===== src/rtl/csr_exec_unit.sv =====
// Zicsr execution unit: one read-modify-write of a CSR per accepted request.
// Returns the old CSR value and drives the register file's read and write ports.
module csr_exec_unit (
  input  logic        clock,
  input  logic        reset,
  input  logic        in_valid,
  output logic        in_ready,
  input  logic [2:0]  in_funct3,
  input  logic [11:0] in_csr_addr,
  input  logic [31:0] in_rs1_val,
  input  logic [4:0]  in_rs1_idx,
  input  logic [4:0]  in_rd_idx,
  output logic [11:0] csr_r_addr,
  input  logic [31:0] csr_r_val,
  output logic [11:0] csr_w_addr,
  output logic [31:0] csr_w_val,
  output logic        w_enable,
  output logic        out_valid,
  input  logic        out_ready,
  output logic [4:0]  out_rd_idx,
  output logic [31:0] out_rd_val,
  output logic        out_illegal,
  output logic [31:0] op_count
);

  typedef enum logic [1:0] {IDLE, READ, WRITE, RESP} state_t;

  state_t      state, next_state;
  logic [2:0]  funct3_q;
  logic [11:0] addr_q;
  logic [31:0] rs1_val_q;
  logic [4:0]  rs1_idx_q;
  logic [4:0]  rd_idx_q;
  logic [31:0] old_q;
  logic [31:0] new_q;
  logic        wr_req_q;
  logic        illegal_q;

  logic [31:0] src;
  logic [31:0] new_val;
  logic        wr_req;
  logic        illegal;

  always_ff @(posedge clock) begin
    if (!reset) state <= IDLE;
    else        state <= next_state;
  end

  // Immediate forms take zimm from the rs1 field; set/clear with a zero source never writes.
  always_comb begin
    src     = funct3_q[2] ? {27'b0, rs1_idx_q} : rs1_val_q;
    new_val = csr_r_val;
    wr_req  = 1'b0;
    case (funct3_q[1:0])
      2'b01: begin
        new_val = src;
        wr_req  = 1'b1;
      end
      2'b10: begin
        new_val = csr_r_val | src;
        wr_req  = (rs1_idx_q != 5'd0);
      end
      2'b11: begin
        new_val = csr_r_val & ~src;
        wr_req  = (rs1_idx_q != 5'd0);
      end
      default: begin
        new_val = csr_r_val;
        wr_req  = 1'b0;
      end
    endcase
    illegal = (funct3_q[1:0] == 2'b00) || (wr_req && (addr_q[11:10] == 2'b11));
  end

  always_ff @(posedge clock) begin
    if (!reset) begin
      funct3_q  <= '0;
      addr_q    <= '0;
      rs1_val_q <= '0;
      rs1_idx_q <= '0;
      rd_idx_q  <= '0;
      old_q     <= '0;
      new_q     <= '0;
      wr_req_q  <= 1'b0;
      illegal_q <= 1'b0;
      op_count  <= '0;
    end else begin
      case (state)
        IDLE: begin
          if (in_valid) begin
            funct3_q  <= in_funct3;
            addr_q    <= in_csr_addr;
            rs1_val_q <= in_rs1_val;
            rs1_idx_q <= in_rs1_idx;
            rd_idx_q  <= in_rd_idx;
          end
        end
        READ: begin
          old_q     <= csr_r_val;
          new_q     <= new_val;
          wr_req_q  <= wr_req;
          illegal_q <= illegal;
        end
        RESP: begin
          if (out_ready && !illegal_q) op_count <= op_count + 32'd1;
        end
        default: ;
      endcase
    end
  end

  always_comb begin
    next_state  = state;
    in_ready    = 1'b0;
    csr_r_addr  = '0;
    csr_w_addr  = '0;
    csr_w_val   = '0;
    w_enable    = 1'b0;
    out_valid   = 1'b0;
    out_rd_idx  = '0;
    out_rd_val  = '0;
    out_illegal = 1'b0;
    case (state)
      IDLE: begin
        in_ready = 1'b1;
        if (in_valid) next_state = READ;
      end
      READ: begin
        csr_r_addr = addr_q;
        next_state = WRITE;
      end
      WRITE: begin
        w_enable   = wr_req_q & ~illegal_q;
        csr_w_addr = addr_q;
        csr_w_val  = new_q;
        next_state = RESP;
      end
      RESP: begin
        out_valid   = 1'b1;
        out_rd_idx  = rd_idx_q;
        out_rd_val  = illegal_q ? 32'd0 : old_q;
        out_illegal = illegal_q;
        if (out_ready) next_state = IDLE;
      end
      default: next_state = IDLE;
    endcase
  end

endmodule


===== config.mk =====
export PLATFORM = sky130hd
export DESIGN_NAME = csr_exec_unit
export DESIGN_NICKNAME = d
export VERILOG_FILES = /design/src/rtl/csr_exec_unit.sv
export SDC_FILE = /design/constraint.sdc
export NUM_CORES = 1
export LEC_CHECK = 0
export BUFFER_PORTS_ARGS = -buffer_cell sky130_fd_sc_hd__buf_2
export CAP_MARGIN = 20
export CORE_MARGIN = 8
export CORE_UTILIZATION = 39
export CTS_BUF_LIST = sky130_fd_sc_hd__clkbuf_16
export DETAILED_ROUTE_END_ITERATION = 7
export PLACE_DENSITY = 0.73
export SETUP_SLACK_MARGIN = 0.02
export SLEW_MARGIN = 30
export SYNTH_ARGS = -nofsm -noshare
export SYNTH_HDL_FRONTEND = slang
export SYNTH_SLANG_ARGS = --single-unit

===== constraint.sdc =====
create_clock -name clock -period 2.4 [get_ports clock]
set_input_delay 0.48 -clock clock [delete_from_list [all_inputs] [get_ports clock]]
set_output_delay 0.48 -clock clock [all_outputs]
set_load 0.01 [all_outputs]

Word-level counts from Yosys, hierarchy flattened
Index checks and enable logic that the tools add are counted.
Widths: inputs -> output; s select.
{ "word_totals": {"memories": 0, "out_inout_bits": 129, "rom_bits": 0, "ff_bits": 157, "mem_bits_rw": 0, "wordCells": 53, "latch_bits": 0} }
{ "classes": {"n_mux": 16, "n_div": 0, "n_reduce_logical": 11, "addsub": 1, "bitwise": 5, "eq_ne": 9, "mul": 0, "shifts": 0, "magnitude_cmp": 0} }
{ "op_table": {"columns": ["op", "count"], "rows": [
  ["$mux 32", 4],
  ["$pmux 32 s3", 1],
  ["$add 32x1->32 const B", 1],
  ["$and 32x32->32", 1],
  ["$not 32->32", 1],
  ["$or 32x32->32", 1],
  ["$mux 12", 2],
  ["$eq 2x2->1 const B", 5],
  ["$pmux 2 s4", 1],
  ["$reduce_and 2->1", 3],
  ["$mux 5", 1],
  ["$reduce_bool 5->1", 1],
  ["$eq 2x1->1 const B", 2],
  ["$logic_not 2->1", 2],
  ["$mux 1", 4],
  ["$mux 2", 2],
  ["$ne 2x2->1 const B", 2],
  ["$logic_and 1x1->1", 2],
  ["$pmux 1 s2", 1],
  ["$reduce_or 2->1", 1],
  ["$and 1x1->1", 1],
  ["$logic_not 1->1", 1],
  ["$logic_or 1x1->1", 1],
  ["$not 1->1", 1]
]} }

Longest topological paths before layout
Gate-level depths: netlist of the first run.
{ "logic_depth": {"word_depth": 5, "depth_mapped": 7} }

Worst setup path after synthesis of the first run
Ideal clock, no wire load.
{ "synth_path": {"path_kind": "reg2reg", "startpoint": "register state[1]", "endpoint": "register op_count[21]", "path_slack_ps": 457, "t_arrival_ps": 1872, "path_stages_with_launch": 8, "n_path_buf": 2, "required_time_ps": 2330, "period_less_slack_ps": 1943, "cell_sequence": "dfxtp_1 ha_1 and4b_1 buf_2 nand3_1 clkbuf_1 or4_1 a21oi_1"} }
{ "synth_between": {"elab_chain_cells": 2} }
{ "synth_lines": {"columns": ["element", "line_no", "rtl"], "rows": [
  ["start: declaration", "28", "state_t state, next_state;"],
  ["start signal: assignment", "46", "else state <= next_state;"],
  ["$eq 2x2->1", "88", "case (state)"],
  ["$reduce_and 2->1 (no line)", null, null],
  ["end signal: assignment", "105", "if (out_ready && !illegal_q) op_count <= op_count + 32'd1;"],
  ["end: declaration", "23", "output logic [31:0] op_count"]
]} }
No other way between the ends.
A chain may end at the register's enable or synchronous reset.

Final worst setup path of the first run
{ "layout_path": {"startpoint": "register state[0]", "endpoint": "output port out_rd_val[24]"} }
{ "layout_between": {"elab_chain_cells": 2} }
{ "layout_lines": {"columns": ["element", "line_no", "rtl"], "rows": [
  ["$eq 2x2->1", "123", "case (state)"],
  ["$mux 32", "123", null],
  ["end: declaration", "21", "output logic [31:0] out_rd_val,"]
]} }
No other way between the ends.

==> impl_metrics.json, run 1 <==
{
  "htreeDepth": 4,
  "initial_core_util_pct": 39.9,
  "power_leakage_nw": 4.17,
  "hold_buffers": 0,
  "fin_nets": 1213,
  "crit_slowest_cell": "dfxtp_1",
  "clock_skew_ns": 0.0115,
  "std_cell_rows": 50,
  "areaGrowthSynthToFinish_pct": 26.7,
  "grt_start_max_net_pins": 54,
  "hold_violations": 0,
  "core_area_mm2": 0.0188,
  "r2r_setup_slack_ns": 0.31,
  "clock_path_buffers": 2,
  "clock-root-buffer": "clkbuf_16",
  "grt_pass1_vias": 6910,
  "max_clock_freq_ghz": 0.453,
  "period_needed_ns": 2.21,
  "min_period_over_period_pct": 92.0,
  "setup_violations": 0,
  "rsz0062_at_grt": "no",
  "synthCells": 926,
  "routed_via_density": 5.05,
  "n_antenna_cell": 0,
  "cts_tree": "built",
  "placedCellCount": 1355,
  "fill_cells": 1825,
  "netlist_area_mm2": 0.00751,
  "cap_viol_max_count": 0,
  "ant_nets": 0,
  "clock_latency_ns": 0.42,
  "ys_ff_latch": 157,
  "drive_gt1_share_pct": 25.4,
  "max_stage_delay_ns": 0.40,
  "die_h_um": 155,
  "synth_area_leader_cell": "dfxtp_1",
  "cp_max_fo": 29,
  "cts_sinks": 157,
  "clk_pin_slew_ns": 0.07,
  "dpl.hpwl_um": 15600,
  "wl_um": 22500,
  "ys_warn_count": 0,
  "status": "finished, final reports clean",
  "ys_types": 43,
  "antenna_found_initial": 0,
  "die_w_um": 155,
  "ios": 222,
  "grt_remaining_overflow": 0,
  "synth.area.top_cells": "dfxtp_1 (42%), a21oi_1 (9.3%), and2_1 (8.0%)",
  "portBuffers": 221,
  "design.die.area_mm2": 0.0240,
  "syn-num-nets": 1025,
  "vias": 7002,
  "hold_class": "in2reg",
  "crit_type": "reg2out",
  "power.density_mw_per_mm2": 920,
  "setup_tns_ns": 0,
  "ir_worst_vdd_v": 0.000570,
  "first_pass_iters": 5,
  "yosysSeqAreaShare_pct": 41.8,
  "maxSlewHeadroom_pct": 52.5,
  "wl_per_cell_um": 16.2,
  "worstMarginPinSlew_ns": 0.706,
  "start_kind": "register",
  "grtUsageTotal_pct": 18.7,
  "synth_top_area_share_pct": 41.8,
  "drtIter0Drc": 322,
  "synth.avg_cell_area_um2": 8.11,
  "cp_cell_sequence": "ha_2 -> nor2b_4 -> buf_12 -> and2_1 -> buf_2",
  "cts_buffers": 17,
  "cp-end-kind": "output pin",
  "multi_input_area_mm2": 0.00409,
  "maxSlewViolCount": 0,
  "post_cts_resized": 1,
  "critPathTopFamily": "flip-flops",
  "crit_required_ns": 1.92,
  "regArea_mm2": 0.00314,
  "cts_setup_buffers": 0,
  "grt_pass1_wl_um": 36200,
  "path_buf_inv": 2,
  "stdcell_count": 1387,
  "cp_data_arrival_time_ns": 1.73,
  "drc": 0,
  "gp_congestion": 0.844
}
==> logic make-up after synthesis <==
| family | synth area share [%] |
|---|---|
| xor gates and xnor gates | 4.78 |
| buffers and inverters | 4.16 |
| adders and majority gates | 0.999 |
| DFF | 41.8 |
| AOI/OAI and AO/OA | 17.2 |
| and+or+nand+nor | 25.9 |
| muxes | 5.20 |
==> worst paths after layout <==
path	startpoint	end	cells past startpoint
worst min register to register	rd_idx_q[4]$_SDFFE_PN0P_	rd_idx_q[4]$_SDFFE_PN0P_	2
worst min-delay path	in_rs1_val[15]	rs1_val_q[15]$_SDFFE_PN0P_	3
worst max register to register	state[0]$_SDFFE_PN0P_	op_count[13]$_SDFFE_PN0P_	5
worst max-delay path	state[0]$_SDFFE_PN0P_	out_rd_val[24]	5
==> synth_stat cells (all sizes together) <==
| cell | count |
|---|---|
| nand2b | 3 |
| o22ai | 1 |
| clkbuf | 58 |
| nor2 | 50 |
| dfxtp | 157 |
| nor3 | 2 |
| nand3b | 1 |
| nand4bb | 5 |
| nand4 | 11 |
| a21oi | 139 |
| o21ba | 1 |
| buf | 13 |
| or2 | 2 |
| or4b | 1 |
| nor4 | 7 |
| xnor2 | 29 |
| and3 | 3 |
| o21ai | 42 |
| nand2 | 130 |
| a31oi | 1 |
| a21o | 27 |
| mux2i | 39 |
| and4b | 1 |
| or3 | 7 |
| inv | 9 |
| clkinv | 1 |
| ha | 6 |
| o41ai | 7 |
| nand4b | 3 |
| and4 | 4 |
| o31ai | 6 |
| o2bb2ai | 5 |
| and2 | 96 |
| nor2b | 28 |
| xor2 | 12 |
| or4 | 6 |
| a211oi | 1 |
| nand3 | 12 |
==> tightest hold or removal path: stages <==
cell     delay (ns)
buf_2          0.09
nand2_1        0.05
a21oi_1        0.05
==> sequential cells by signal, indices dropped and copies added (netlist names) <==
signal,flops
rd_idx_q,5
funct3_q,3
addr_q,12
op_count,32
rs1_idx_q,5
wr_req_q,1
illegal_q,1
rs1_val_q,32
state,2
new_q,32
old_q,32
==> report_power, final <==
| group | internal [W] | switching (W) | total, W |
|---|---|---|---|
| logic | 0.00106 | 0.00153 | 0.00259 |
| clock network | 0.00155 | 0.00117 | 0.00272 |
| registers | 0.00313 | 0.000313 | 0.00345 |
==> cell type report <==
| type | count | share of cell area [%] |
|---|---|---|
| inverters | 10 | 0.421 |
| well taps | 260 | 3.42 |
| clock buffers | 17 | 4.47 |
| flip-flops and latches | 157 | 33.0 |
| repair buffers | 240 | 14.0 |
| multi-input cells | 688 | 42.9 |
| clock inverters | 15 | 1.70 |
==> layer usage <==
| layer | track usage (%) | wire (um) |
|---|---|---|
| met1 | 22.2 | 9540 |
| met2 | 31.5 | 11000 |
| met3 | 5.52 | 1550 |
| met4 | 6.63 | 431 |
| met5 | 0 | 0 |
==> cells in the final DEF, fill, tap and decap left out, drive strengths merged, types with 7 or more instances in the layout <==
cell type,count
nor2b,28
xnor2,29
nor2,50
o21ai,42
buf,240
nand2,130
clkbuf,17
or3,7
a21oi,139
nand4,11
and2,96
mux2i,39
nand3,12
xor2,12
a21o,27
nor4,7
dfxtp,157
inv,16
o41ai,7
==> metrics by stage <==
step	hold slack, ns	utilization (%)	cell area [um2]	total power (W)	setup slack, ns
6_report	0.290	50.5	9520	0.00875	0.193
3_3_place_gp	0.439	47.3	8910	0.00602	0.369
2_1_floorplan	0.432	-	7510	0.00521	0.457
3_5_place_dp	0.445	47.3	8910	0.00608	0.335
4_1_cts	0.269	50.4	9500	0.00883	0.0473
5_1_grt	0.269	50.5	9520	0.00930	0.0310
(Power assumes the default switching activity.)
==> run 2: changes to the inputs <==
--- a/config.mk
+++ b/config.mk
@@ -13,7 +13,7 @@
 export DETAILED_ROUTE_END_ITERATION = 7
 export PLACE_DENSITY = 0.73
 export SETUP_SLACK_MARGIN = 0.02
-export SLEW_MARGIN = 30
+export SLEW_MARGIN = 40
 export SYNTH_ARGS = -nofsm -noshare
 export SYNTH_HDL_FRONTEND = slang
 export SYNTH_SLANG_ARGS = --single-unit
==> constraint.sdc (replaced) <==
create_clock -name clock -period 2.4 [get_ports clock]
set_input_delay 0.72 -clock clock [delete_from_list [all_inputs] [get_ports clock]]
set_output_delay 0.72 -clock clock [all_outputs]
set_load 0.01 [all_outputs]
==> impl_metrics.json, run 2 (synthesis results as in run 1) <==
{
  "min_period_over_period_pct": 97.1,
  "clock-root-buffer": "clkbuf_16",
  "wl_per_cell_um": 16.2,
  "antenna_found_initial": 0,
  "portBuffers": 221,
  "areaGrowthSynthToFinish_pct": 28.3,
  "cp-end-kind": "output pin",
  "hold_buffers": 0,
  "die_w_um": 155,
  "grt_pass1_wl_um": 36500,
  "status": "finished, final reports clean",
  "ir_worst_vdd_v": 0.000557,
  "r2r_end": "op_count[19]$_SDFFE_PN0P_",
  "period_needed_ns": 2.33,
  "ant_nets": 0,
  "crit_type": "reg2out",
  "max_stage_delay_ns": 0.39,
  "layout_common_cells": "buf_2 (219), dfxtp_1 (154), a21oi_1 (139)",
  "power.density_mw_per_mm2": 918,
  "cap_viol_max_count": 0,
  "htreeDepth": 4,
  "cp_max_fo": 26,
  "drive_gt1_share_pct": 26.7,
  "cp_cell_sequence": "clkinvlp_4 -> ha_4 -> buf_12 -> and2_1 -> buf_2",
  "max_clock_freq_ghz": 0.429,
  "crit_slowest_cell": "dfxtp_4",
  "r2r_setup_slack_ns": 0.42,
  "first_pass_iters": 6,
  "setup_violations": 0,
  "vias": 7010,
  "initial_core_util_pct": 39.9,
  "power_leakage_nw": 4.21,
  "reg2reg_depth": 5,
  "n_antenna_cell": 0,
  "design.die.area_mm2": 0.0240,
  "drc": 0,
  "worstMarginPinSlew_ns": 0.726,
  "drtIter0Drc": 359,
  "cts_sinks": 157,
  "maxSlewHeadroom_pct": 51.6,
  "setup_tns_ns": 0,
  "clock_skew_ns": 0.0110,
  "grt_pass1_vias": 6893,
  "placedCellCount": 1360,
  "grt_remaining_overflow": 0,
  "fin_nets": 1219,
  "core_area_mm2": 0.0188,
  "clock_latency_ns": 0.43,
  "wl_um": 22600,
  "final_cell_area_mm2": 0.00964,
  "endpoint": "csr_w_val[19]",
  "worst-path-stages": 5,
  "regToRegStartpoint": "state[0]$_SDFFE_PN0P_",
  "start_kind": "register",
  "fin_ws_ns": 0.0706,
  "critPathLaunch": "state[0]$_SDFFE_PN0P_",
  "cp_data_arrival_time_ns": 1.61,
  "ios": 222,
  "std_cell_rows": 50,
  "critPathTopFamily": "buffers and inverters",
  "cts_tree": "built",
  "maxSlewViolCount": 0,
  "place_ws_ns": 0.110,
  "placed_cell_area_mm2": 0.00895,
  "path_buf_inv": 3,
  "rsz0062_at_grt": "yes",
  "stdcell_count": 1393,
  "clock_path_buffers": 2,
  "dpl.hpwl_um": 15800,
  "grtUsageTotal_pct": 18.8,
  "hold_violations": 0,
  "clk_pin_slew_ns": 0.07,
  "finalPower_w": 0.00885,
  "layout_commonest_cell": "buf_2",
  "crit_required_ns": 1.68,
  "grt_start_max_net_pins": 80,
  "die_h_um": 155,
  "routed_via_density": 5.03,
  "hold_class": "reg2reg",
  "gp_congestion": 0.827,
  "cts_buffers": 17
}
[run 2: cell count changes in the layout (fill, tap and decap cells not counted), sizes merged]
| cell | change |
|---|---|
| clkinvlp | +3 |
| buf | +6 |
| clkinv | -3 |
[run 2: layout make-up]
class,instances,area (um2)
clock inverters,15,163
repair buffers,246,1410
flip-flops and latches,157,3150
inverters,10,43.8
clock buffers,17,425
fillers,1811,9190
well taps,260,325
multi-input cells,688,4130
[run 2: worst min-delay path by stage]
stage                                         from                  endpoint  depth (start not counted)
after global placement    rd_idx_q[2]$_SDFFE_PN0P_  rd_idx_q[2]$_SDFFE_PN0P_                          2
after global routing      rd_idx_q[4]$_SDFFE_PN0P_  rd_idx_q[4]$_SDFFE_PN0P_                          2
after floorplan           rd_idx_q[0]$_SDFFE_PN0P_  rd_idx_q[0]$_SDFFE_PN0P_                          2
final                     rd_idx_q[0]$_SDFFE_PN0P_  rd_idx_q[0]$_SDFFE_PN0P_                          2
after CTS                 rd_idx_q[0]$_SDFFE_PN0P_  rd_idx_q[0]$_SDFFE_PN0P_                          2
after detailed placement  rd_idx_q[0]$_SDFFE_PN0P_  rd_idx_q[0]$_SDFFE_PN0P_                          2
[run 2: power by group]
group          leakage [nW]  switching, W  internal (W)
Clock                 0.280       0.00117       0.00155
Combinational          2.64       0.00155       0.00112
Sequential             1.29      0.000323       0.00314
Total                  4.21       0.00305       0.00581
[run 2: stage by stage]
| step | util (%) | hold slack (ns) |
|---|---|---|
| finish | 51.2 | 0.453 |
| global route | 51.2 | 0.474 |
| CTS | 50.9 | 0.452 |
| detailed placement | 47.5 | 0.443 |
| global placement | 47.5 | 0.438 |
| floorplan | - | 0.432 |
[run 2: repair_timing]
action | CTS | global route
resized for setup | 13 | 13
endpoints found under the setup margin | 77 | 53
pin swaps | 0 | 1
setup buffers | 0 | 1
[run 2: worst register-to-register path, stage by stage (launching register included)]
cell and delay [ns]:
dfxtp_4 0.39, ha_4 0.16, and4b_1 0.32, nand3_1 0.33, or4_1 0.56, a21oi_1 0.16
[run 2: layer usage]
metal | up-vias | track usage [%] | share of wire (%)
li1 | 3530 | - | -
met1 | 3277 | 22.4 | 43
met2 | 179 | 32.3 | 50
met3 | 24 | 5.02 | 5.6
met4 | 0 | 5.55 | 1.4
met5 | - | 0 | 0
==> run 3: changes to the inputs <==
--- a/config.mk
+++ b/config.mk
@@ -8,10 +8,10 @@
 export BUFFER_PORTS_ARGS = -buffer_cell sky130_fd_sc_hd__buf_2
 export CAP_MARGIN = 20
 export CORE_MARGIN = 8
-export CORE_UTILIZATION = 39
+export CORE_UTILIZATION = 30
 export CTS_BUF_LIST = sky130_fd_sc_hd__clkbuf_16
 export DETAILED_ROUTE_END_ITERATION = 7
-export PLACE_DENSITY = 0.73
+export PLACE_DENSITY = 0.61
 export SETUP_SLACK_MARGIN = 0.02
 export SLEW_MARGIN = 40
 export SYNTH_ARGS = -nofsm -noshare
==> impl_metrics.json, run 3 (synthesis results as in run 1) <==
{
  "cap_viol_max_count": 0,
  "clk_pin_slew_ns": 0.07,
  "cp_cell_sequence": "inv_1 -> ha_4 -> buf_8 -> and2_1 -> buf_2",
  "crit_type": "reg2out",
  "dpl.hpwl_um": 16800,
  "std_cell_rows": 58,
  "hold_violations": 0,
  "status": "finished, final reports clean",
  "reg2reg_depth": 4,
  "p_switching_w": 0.00314,
  "cp_data_arrival_time_ns": 1.63,
  "crit_slowest_cell": "dfxtp_4",
  "die_w_um": 174,
  "initial_core_util_pct": 30.2,
  "critPathLaunch": "state[0]$_SDFFE_PN0P_",
  "grtUsageTotal_pct": 15.8,
  "die_h_um": 174,
  "stdcell_count": 1463,
  "cts_setup_buffers": 0,
  "ir_worst_vdd_v": 0.000500,
  "clock_skew_ns": 0.0166,
  "grt_pass1_wl_um": 38800,
  "cts_tree": "built",
  "drc": 0,
  "r2r_end": "op_count[21]$_SDFFE_PN0P_",
  "finalPower_w": 0.00881,
  "crit_required_ns": 1.68,
  "gp_congestion": 0.792,
  "antenna_found_initial": 2,
  "drtIter0Drc": 490,
  "fin_hold_ws_ns": 0.454,
  "cts_sinks": 157,
  "first_pass_iters": 5,
  "areaGrowthSynthToFinish_pct": 28.7,
  "maxSlewViolCount": 0,
  "ant_nets": 0,
  "vias": 7025,
  "endpoint": "csr_w_val[4]",
  "max_clock_freq_ghz": 0.425,
  "hold_class": "reg2reg",
  "swShare_pct": 35.6,
  "placedCellCount": 1431,
  "n_antenna_cell": 0,
  "cp-end-kind": "output pin",
  "grt_start_max_net_pins": 58,
  "layout_common_cells": "buf_2 (220), dfxtp_1 (152), a21oi_1 (139)",
  "comb_power_share_pct": 29.8,
  "grt_remaining_overflow": 0,
  "layout_commonest_cell": "buf_2",
  "max_stage_delay_ns": 0.37,
  "wl_um": 24200,
  "fill_cells": 2626,
  "rsz0062_at_grt": "yes",
  "portBuffers": 221,
  "design.die.area_mm2": 0.0304,
  "wl_per_cell_um": 16.6,
  "regToRegStartpoint": "op_count[7]$_SDFFE_PN0P_",
  "clock_latency_ns": 0.43,
  "htreeDepth": 4,
  "period_needed_ns": 2.35,
  "clock-root-buffer": "clkbuf_16",
  "maxSlewHeadroom_pct": 50.1,
  "power_leakage_nw": 4.19,
  "clock_path_buffers": 2,
  "start_kind": "register",
  "grt_pass1_vias": 6983,
  "power.density_mw_per_mm2": 911,
  "min_period_over_period_pct": 98.0,
  "r2r_setup_slack_ns": 0.42,
  "path_buf_inv": 3,
  "cts_buffers": 17,
  "drive_gt1_share_pct": 26.3,
  "cp_max_fo": 20,
  "routed_via_density": 4.80,
  "fin_nets": 1219,
  "setup_violations": 0,
  "worstMarginPinSlew_ns": 0.748,
  "p_int_w": 0.00567,
  "worst-path-stages": 5,
  "core_area_mm2": 0.0249,
  "critPathTopFamily": "buffers and inverters",
  "p_seq_share_pct": 39.5,
  "power_frac_clock_pct": 30.7,
  "ios": 222
}
## run 3: timing repair
item / in CTS / in global routing
endpoints found under the setup margin: 77 / 63
hold buffers: 0 / 0
cloned: 0 / 0
pin swaps: 0 / 0
gates resized for setup: 12 / 4
## run 3: how the worst min path moves through the flow
stage / start / slack (ns) / cells after the start / end
finish: rd_idx_q[4]$_SDFFE_PN0P_ / 0.45 / 2 / rd_idx_q[4]$_SDFFE_PN0P_
global route: rd_idx_q[1]$_SDFFE_PN0P_ / 0.48 / 2 / rd_idx_q[1]$_SDFFE_PN0P_
floorplan: rd_idx_q[0]$_SDFFE_PN0P_ / 0.43 / 2 / rd_idx_q[0]$_SDFFE_PN0P_
CTS: rd_idx_q[2]$_SDFFE_PN0P_ / 0.45 / 2 / rd_idx_q[2]$_SDFFE_PN0P_
detailed placement: rd_idx_q[2]$_SDFFE_PN0P_ / 0.44 / 2 / rd_idx_q[2]$_SDFFE_PN0P_
global placement: rd_idx_q[0]$_SDFFE_PN0P_ / 0.44 / 2 / rd_idx_q[0]$_SDFFE_PN0P_
## run 3: per-stage QoR
stage / instance area (um2) / utilization (%) / setup TNS [ns] / setup WS, ns
after floorplan: 7510 / - / 0 / 0.245
final: 9670 / 38.8 / 0 / 0.0484
after global placement: 9020 / 36.2 / 0 / 0.318
after detailed placement: 9020 / 36.2 / 0 / 0.280
after CTS: 9650 / 38.8 / 0 / 0.00790
after global routing: 9670 / 38.8 / -0.495 / -0.0409
## run 3: per-layer routing
layer	global-route usage (%)	routed length [um]	vias to the layer above
met2	26.8	11800	174
li1	-	-	3528
met1	19.2	10900	3303
met3	4.56	1340	16
met5	0	22	-
met4	3.95	222	4
## run 3: power groups by stage
stage / clock, W / sequential, W / combinational, W
2_1_floorplan: 0 / 0.00337 / 0.00185
4_1_cts: 0.00279 / 0.00347 / 0.00266
3_3_place_gp: 0 / 0.00349 / 0.00256
6_report: 0.00270 / 0.00348 / 0.00263
3_5_place_dp: 0 / 0.00350 / 0.00260
5_1_grt: 0.00289 / 0.00354 / 0.00293
## run 3: final cells by class
class | instances | area (um2) | area share (%)
flip-flops and latches | 157 | 3150 | 32.6
well taps | 330 | 413 | 4.27
inverters | 10 | 40.0 | 0.414
repair buffers | 246 | 1370 | 14.2
clock buffers | 17 | 425 | 4.40
multi-input cells | 688 | 4110 | 42.6
clock inverters | 15 | 151 | 1.57
## run 3: worst register-to-register path, cell delays in order, from the launching register on
cell	delay (ns)
dfxtp_1	0.46
nand4_2	0.20
or4_1	0.66
or4_1	0.45
a21oi_1	0.14
